[src/rtl/reflet_pwm_multi_if.sv]
// Configuration and pin bundle of the multi-channel PWM block.
// Master side is the register file / bench, slave side is the PWM core.
interface reflet_pwm_multi_if #(
  parameter int WIDTH       = 8,
  parameter int CHANNELS    = 4,
  parameter int PRESC_WIDTH = 8
);
  logic                      enable;
  logic [PRESC_WIDTH-1:0]    presc;
  logic [WIDTH-1:0]          max;
  logic                      center;
  logic [CHANNELS*WIDTH-1:0] duty;
  logic [CHANNELS-1:0]       invert;
  logic [CHANNELS-1:0]       out;
  logic                      period_start;

  modport master (
    output enable, presc, max, center, duty, invert,
    input  out, period_start
  );

  modport slave (
    input  enable, presc, max, center, duty, invert,
    output out, period_start
  );
endinterface

[src/rtl/reflet_pwm_multi.sv]
// Multi-channel PWM: shared prescaler/counter/period, per-channel duty and polarity.
// Latency: outputs registered, 1 clk after the counter value they reflect.
// Backpressure: none; free-running, settings are shadowed at each period start.
module reflet_pwm_multi #(
  parameter int WIDTH       = 8,
  parameter int CHANNELS    = 4,
  parameter int PRESC_WIDTH = 8
) (
  input  logic              clk,
  input  logic              reset,
  reflet_pwm_multi_if.slave bus
);

  typedef enum logic {DIR_UP, DIR_DOWN} dir_t;

  logic [PRESC_WIDTH-1:0]    presc_cnt;
  logic [WIDTH-1:0]          cnt;
  logic [WIDTH-1:0]          cnt_nxt;
  dir_t                      dir_q;
  dir_t                      dir_nxt;

  logic [WIDTH-1:0]          sh_max;
  logic                      sh_center;
  logic [CHANNELS*WIDTH-1:0] sh_duty;

  logic                      tick;
  logic                      reload;
  logic [WIDTH-1:0]          eff_max;
  logic                      eff_center;
  logic [CHANNELS*WIDTH-1:0] eff_duty;
  logic [WIDTH-1:0]          cnt_last;
  logic [CHANNELS-1:0]       raw;

  logic [CHANNELS-1:0]       out_q;
  logic                      period_start_q;

  // >= keeps the prescaler bounded even if presc is lowered below the running count
  assign tick   = (presc_cnt >= bus.presc);
  assign reload = tick && (cnt == '0) && (dir_q == DIR_UP);

  // The reload tick already acts on the freshly loaded settings
  assign eff_max    = reload ? bus.max    : sh_max;
  assign eff_center = reload ? bus.center : sh_center;
  assign eff_duty   = reload ? bus.duty   : sh_duty;
  assign cnt_last   = eff_max - WIDTH'(1);

  always_comb begin
    raw = '0;
    for (int i = 0; i < CHANNELS; i++) begin
      raw[i] = (eff_max != '0) && (cnt < eff_duty[i*WIDTH +: WIDTH]);
    end
  end

  // Direction/counter next state; endpoints repeat once in center mode
  always_comb begin
    cnt_nxt = cnt;
    dir_nxt = dir_q;
    if (eff_max == '0) begin
      cnt_nxt = '0;
      dir_nxt = DIR_UP;
    end else if (!eff_center) begin
      dir_nxt = DIR_UP;
      cnt_nxt = (cnt >= cnt_last) ? '0 : cnt + WIDTH'(1);
    end else begin
      case (dir_q)
        DIR_UP: begin
          if (cnt >= cnt_last) dir_nxt = DIR_DOWN;
          else                 cnt_nxt = cnt + WIDTH'(1);
        end
        DIR_DOWN: begin
          if (cnt == '0) dir_nxt = DIR_UP;
          else           cnt_nxt = cnt - WIDTH'(1);
        end
        default: begin
          cnt_nxt = '0;
          dir_nxt = DIR_UP;
        end
      endcase
    end
  end

  always_ff @(posedge clk or negedge reset) begin
    if (!reset) begin
      dir_q <= DIR_UP;
    end else if (!bus.enable) begin
      dir_q <= DIR_UP;
    end else if (tick) begin
      dir_q <= dir_nxt;
    end
  end

  always_ff @(posedge clk or negedge reset) begin
    if (!reset) begin
      presc_cnt      <= '0;
      cnt            <= '0;
      sh_max         <= '0;
      sh_center      <= 1'b0;
      sh_duty        <= '0;
      out_q          <= '0;
      period_start_q <= 1'b0;
    end else if (!bus.enable) begin
      presc_cnt      <= '0;
      cnt            <= '0;
      sh_max         <= bus.max;
      sh_center      <= bus.center;
      sh_duty        <= bus.duty;
      out_q          <= bus.invert;
      period_start_q <= 1'b0;
    end else begin
      out_q          <= raw ^ bus.invert;
      period_start_q <= reload;
      if (reload) begin
        sh_max    <= bus.max;
        sh_center <= bus.center;
        sh_duty   <= bus.duty;
      end
      if (tick) begin
        presc_cnt <= '0;
        cnt       <= cnt_nxt;
      end else begin
        presc_cnt <= presc_cnt + PRESC_WIDTH'(1);
      end
    end
  end

  assign bus.out          = out_q;
  assign bus.period_start = period_start_q;

endmodule

[src/flat_wrapper.sv]
// flat-port wrapper written by rule: the top's interface ports become plain ports
module reflet_pwm_multi_flat 
#(
  parameter int WIDTH       = 8,
  parameter int CHANNELS    = 4,
  parameter int PRESC_WIDTH = 8
)
  (clk, reset, bus_enable, bus_presc, bus_max, bus_center, bus_duty, bus_invert, bus_out, bus_period_start);
  reflet_pwm_multi_if #(.WIDTH(WIDTH), .CHANNELS(CHANNELS), .PRESC_WIDTH(PRESC_WIDTH)) bus_i ();
  input  logic clk;
  input  logic reset;
  input wire logic [$bits(bus_i.enable)-1:0] bus_enable;
  input wire logic [$bits(bus_i.presc)-1:0] bus_presc;
  input wire logic [$bits(bus_i.max)-1:0] bus_max;
  input wire logic [$bits(bus_i.center)-1:0] bus_center;
  input wire logic [$bits(bus_i.duty)-1:0] bus_duty;
  input wire logic [$bits(bus_i.invert)-1:0] bus_invert;
  output wire logic [$bits(bus_i.out)-1:0] bus_out;
  output wire logic [$bits(bus_i.period_start)-1:0] bus_period_start;
  assign bus_i.enable = bus_enable;
  assign bus_i.presc = bus_presc;
  assign bus_i.max = bus_max;
  assign bus_i.center = bus_center;
  assign bus_i.duty = bus_duty;
  assign bus_i.invert = bus_invert;
  assign bus_out = bus_i.out;
  assign bus_period_start = bus_i.period_start;
  reflet_pwm_multi #(.WIDTH(WIDTH), .CHANNELS(CHANNELS), .PRESC_WIDTH(PRESC_WIDTH)) u_core (.clk(clk), .reset(reset), .bus(bus_i));
endmodule
[config.mk]
export PLATFORM = sky130hd
export DESIGN_NAME = reflet_pwm_multi_flat
export DESIGN_NICKNAME = d
export VERILOG_FILES = /design/src/rtl/reflet_pwm_multi_if.sv /design/src/rtl/reflet_pwm_multi.sv /design/src/flat_wrapper.sv
export SDC_FILE = /design/constraint.sdc
export NUM_CORES = 1
export LEC_CHECK = 0
export ABC_AREA = 1
export CORE_UTILIZATION = 40
export DETAILED_ROUTE_END_ITERATION = 12
export GPL_TIMING_DRIVEN = 0
export HOLD_SLACK_MARGIN = 0.02
export PLACE_DENSITY = 0.68
export SETUP_SLACK_MARGIN = 0.1
export SYNTH_ARGS = -nofsm -noshare
export SYNTH_HDL_FRONTEND = slang
export SYNTH_SLANG_ARGS = --single-unit
export TNS_END_PERCENT = 10
[constraint.sdc]
create_clock -name clk -period 3.7 [get_ports clk]
set_input_delay 1.11 -clock clk [delete_from_list [all_inputs] [get_ports clk]]
set_output_delay 1.11 -clock clk [all_outputs]
set_load 0.01 [all_outputs]
# --- Yosys cells after proc, flatten, opt, wreduce, memory -nomap -nowiden ---
# Index checks and enable logic that the tools add are counted.
word_totals:
  reg_bits: 63
  out_inout_bits: 5
  word_cells: 58
classes:
  add_sub_neg: 4
  mux: 25
  eq_ne: 3
  n_lt_le_gt_ge: 6
  n_reduce_logical: 10
  bitwise_logic: 2
op_table:
  columns: ["op", "n"]
  rows:
  - ["8-bit two-way mux", 11]
  - ["32-bit two-way mux", 2]
  - ["8-bit < comparator", 4]
  - ["8-bit by 1-bit adder with 8-bit output, second input constant", 2]
  - ["8-bit >= comparator", 2]
  - ["8-bit zero test", 2]
  - ["8-bit one-hot mux with 2 select lines", 1]
  - ["8-bit by 1-bit subtractor with 8-bit output, second input constant", 2]
  - ["5-bit != test, second input constant", 2]
  - ["1-bit two-way mux", 9]
  - ["8-bit nonzero test", 1]
  - ["1-bit logical AND", 6]
  - ["4-bit two-way mux", 1]
  - ["4-bit bitwise XOR", 1]
  - ["3-bit AND reduction", 1]
  - ["2-bit by 1-bit != test with 1-bit output, second input constant", 1]
  - ["1-bit one-hot mux with 2 select lines", 1]
  - ["1-bit NOT", 1]

# --- Longest topological paths before layout ---
depth:
  word_depth: 12
  ltp_mapped: 31

# --- Worst setup path after synthesis ---
# OpenSTA, ideal clock, no wires.
synth_timing:
  kind: "input-to-reg"
  from: "in bus_presc[3]"
  to: "reg u_core.cnt[2]"
  path_stages: 29
  setup_time_ns: 0.077
  n_path_buf: 2
  path_slack_ns: -0.478
  arrival_time_ns: 4.102
  cell_sequence: "inv_1 > ha_1 > nand2_1 > nor2_1 > nor2_1 > nand2_1 > nand2_1 > nand2_2 > nand2_2 > buf_6 > o21ai_2 > nand2_2 > nor2_4 > nand2_2 > nor2_4 > nand2_1 > xnor2_1 > ha_1 > nand2_1 > nor2_1 > nand2_1 > nand3_1 > nand2_1 > a21oi_2 > nand2_2 > nand2_2 > buf_6 > nand2_1 > o21ai_1"
synth_between:
  elab_chain_cells: 11
  elab_cells_between_ends: 17
synth_rtl:
  columns: ["element", "line_no", "source"]
  rows:
  - ["start, declared", "flat_wrapper.sv:13", "input wire logic [$bits(bus_i.presc)-1:0] bus_presc;"]
  - ["8-bit >= comparator (*)", "reflet_pwm_multi.sv:38", "assign tick = (presc_cnt >= bus.presc);"]
  - ["1-bit logical AND (2 in a row)", "reflet_pwm_multi.sv:39", "assign reload = tick && (cnt == '0) && (dir_q == DIR_UP);"]
  - ["8-bit two-way mux", "reflet_pwm_multi.sv:42", "assign eff_max = reload ? bus.max : sh_max;"]
  - ["8-bit by 1-bit subtractor with 8-bit output", "reflet_pwm_multi.sv:45", "assign cnt_last = eff_max - WIDTH'(1);"]
  - ["8-bit >= comparator", "reflet_pwm_multi.sv:63, reflet_pwm_multi.sv:67", null]
  - ["8-bit two-way mux", "reflet_pwm_multi.sv:63", "cnt_nxt = (cnt >= cnt_last) ? '0 : cnt + WIDTH'(1);"]
  - ["8-bit two-way mux", "reflet_pwm_multi.sv:61", "end else if (!eff_center) begin"]
  - ["8-bit two-way mux", "reflet_pwm_multi.sv:58", "if (eff_max == '0) begin"]
  - ["8-bit two-way mux", "reflet_pwm_multi.sv:117", "if (tick) begin"]
  - ["8-bit two-way mux", "reflet_pwm_multi.sv:101", "end else if (!bus.enable) begin"]
  - ["end signal, assigned", "reflet_pwm_multi.sv:119", "cnt <= cnt_nxt;"]
  - ["end, declared", "reflet_pwm_multi.sv:17", "logic [WIDTH-1:0] cnt;"]
# Every way passes the cells marked *; elsewhere a longest branch is shown, timed or not. The select of a mux whose other input is x is not followed.
# A chain may end at the register's enable or synchronous reset.

# --- Worst setup path in the final report ---
# Same ends and word-level chain as after synthesis.

==> flow_metrics.tcl <==
set metrics [dict create \
    ir_drop_v 0.000225 \
    post-synth-top-count-cell "nand2_1" \
    nFillCells 1075 \
    worstSetupEndpointType "flop" \
    grt_setup_unrepaired "yes" \
    wire_per_inst_microns 14.4 \
    syn_nets 701 \
    synth.avg_cell_area_sq_um 7.80 \
    ys_top_cells_by_area "dfrtp_1 34%, ha_1 13%, nand2_1 12%" \
    synth_ff_type "dfrtp_1" \
    r2r_slack_ns -0.14 \
    busiest_layer "met2" \
    wirelength_microns 12000 \
    synthCells 597 \
    setup.worst_path.end "u_core.cnt[2]" \
    cts_buffers 9 \
    die_w_microns 110 \
    synth_top_area_cell "dfrtp_1" \
    grt_max_degree 64 \
    core-area_sq_mm 0.0114 \
    grt_usage_pct 20.9 \
    io_buffers 59 \
    root_buffer "clkbuf_16" \
    grt_pass1_vias 4067 \
    viasPerCell 5.03 \
    max_freq_ghz 0.253 \
    crit_slowest_cell "ha_1" \
    htree_num_levels 3 \
    drtPass1Iterations 5 \
    maxCapViolCount 0 \
    crit_arrival_ns 4.17 \
    synth_top_area_share_pct 33.9 \
    ys_warn_count 0 \
    finalNetCount 790 \
    status "complete, but fails checks" \
    insertion_delay_ns 0.33 \
    worstPathMaxFanout 6 \
    dp.final_hpwl_microns 8200 \
    layout_setup_ws_ns -0.255 \
    slew_headroom_pct 44.6 \
    hold_path_class "reg -> reg" \
    ant_nets 0 \
    regToRegEndpoint "u_core.cnt[2]" \
    grt_pass1_wl_microns 19400 \
    clk_pin_slew_ns 0.06 \
    dieArea_sq_mm 0.0121 \
    drt_iter0_drc 305 \
    stdcell_count 834 \
    crit_top_cell "nand2_2" \
    synth_commonest_cells "149 x nand2_1, 75 x inv_1, 63 x dfrtp_1" \
    grt_use_met1_pct 26.2 \
    r2r_cells 25 \
    drive_above_1_share_pct 18.8 \
    grt_antenna_before_repair 0 \
    gr-usage-met3_pct 3.97 \
    synth_enable_flop_cells 0 \
    drv_slew 0 \
    area_growth_syn_to_layout_pct 32.5 \
    antenna_cells_inserted 0 \
    power_density_mw_per_mm2 415 \
    hold_viol 0 \
    clk_path_buf_depth 2 \
    grt_use_met2_pct 35.7 \
    worstReg2RegStart "u_core.cnt[0]" \
    dieHeight_microns 110 \
    path_class "in -> reg" \
    skew_ns 0.00692 \
    period_needed_ns 3.95 \
    critPathMaxStageDelay_ns 0.34 \
    total_leakage_power_nw 3.15 \
    cts_tree "done" \
    layout_worst_path_cycle_share_pct 107 \
    gp_congestion 0.863 \
    whs_ns 0.483 \
    synthDistinctLibCells 35 \
    synthesis.area_sq_mm 0.00466 \
    violations "setup timing" \
    overflow 0 \
    cts.sinks 63 \
    hp-start "u_core.presc_cnt[0]" \
    ys_async_sr_fraction_pct 100 \
    worstSetupStartpointType "input pin" \
    post-place-cells 799 \
    tightest_slew_ns 0.831 \
    setup_viol 9 \
    ys_ff_latch 63 \
    crit_required_ns 3.91 \
    initial_utilization_pct 41.0 \
    ys_seq_area_share_pct 33.9 \
    ioPinCount 61 \
    drc 0 \
    num_vias 4195 \
    critPathLaunch "bus_presc[3]" \
    core.rowCount 39 \
]
==> cells in the final DEF (no fill, tap or decap), drive strengths merged, types with 5 or more instances in the layout <==
| cell type | instances |
|---|---|
| nand2 | 162 |
| dfrtp | 63 |
| inv | 78 |
| ha | 48 |
| a21oi | 23 |
| xor2 | 14 |
| clkdlybuf4s50 | 50 |
| clkbuf | 22 |
| mux2i | 28 |
| nand3 | 30 |
| buf | 37 |
| nor2 | 34 |
| nand4 | 8 |
| nand3b | 6 |
| nor3 | 5 |
| o21ai | 63 |
==> metal layers <==
layer  wire, microns  vias up  share of wire (%)
met4             306        0                2.5
li1                -     2128                  -
met2            5940       83                 49
met3             509       23                4.2
met1            5290     1961                 44
met5               0        -                  0
==> cells by family (layout without fill, tap and decap cells) <==
group	Yosys count	count (layout)	synth area share, %
flip-flops	63	63	33.9
adder cells (fa/ha/maj)	48	48	12.9
buffers and inverters	99	193	9.11
multiplexers	28	28	6.02
XOR/XNOR	17	17	3.20
AND/OR/NAND/NOR	247	247	23.9
AO/OA/AOI/OAI	95	95	11.0
==> stage by stage <==
stage / cell area, sq um / power (mW) / setup TNS (ns) / utilization [%] / setup slack [ns]
final: 6170 / 2.56 / -2.05 / 54.3 / -0.255
after global routing: 6170 / 2.73 / -3.80 / 54.3 / -0.449
after CTS: 5940 / 2.48 / -2.35 / 52.3 / -0.293
after detailed placement: 5450 / 1.65 / -14.38 / 47.9 / -1.34
after global placement: 5450 / 1.62 / -53.12 / 47.9 / -1.21
after floorplan: 4680 / 1.39 / -2.98 / - / -0.366
==> worst max-delay path: cells and delay by family <==
kind	cells	cell delay, ns
XOR/XNOR	1	0.14
buffers and inverters	5	0.53
adder cells (fa/ha/maj)	2	0.61
AND/OR/NAND/NOR	15	1.12
AO/OA/AOI/OAI	5	0.66
==> power breakdown <==
group	total, mW	internal [mW]	switching (mW)
logic	0.921	0.408	0.513
registers	0.848	0.759	0.0885
clock network	0.793	0.470	0.323
==> flip-flops by register name, indices dropped and copies added (netlist names) <==
register,count
u_core.presc_cnt,8
u_core.dir_q,1
u_core.bus.period_start,1
u_core.sh_duty,32
u_core.sh_center,1
u_core.bus.out,4
u_core.cnt,8
u_core.sh_max,8
==> what timing repair did <==
item / 4_1_cts / 5_1_grt
setup buffers: 13 / 5
hold buffers: 0 / 0
pin swaps: 35 / 32
gates cloned: 1 / 0
endpoints found under the setup margin: 13 / 13
resized for setup: 58 / 51
==> area by class of cell <==
class                           count  area, sq um  area share, %
Inverter                           79          304           4.93
Multi-Input combinational cell    435         2950           47.8
Tap cell                          143          179           2.90
Buffer                             20          158           2.55
Timing Repair Buffer               78          731           11.8
Sequential cell                    63         1580           25.5
Clock inverter                      5         33.8          0.547
Clock buffer                       11          243           3.93
==> worst min-delay path by stage <==
stage                     depth (start not counted)                   to  slack (ns)
after floorplan                                   1  u_core.presc_cnt[0]        0.45
after global placement                            1  u_core.presc_cnt[0]        0.48
after detailed placement                          1  u_core.presc_cnt[0]        0.48
after CTS                                         1  u_core.presc_cnt[0]        0.49
after global routing                              1  u_core.presc_cnt[0]        0.51
final                                             1  u_core.presc_cnt[0]        0.48
Power figures use the tool's default switching activity.
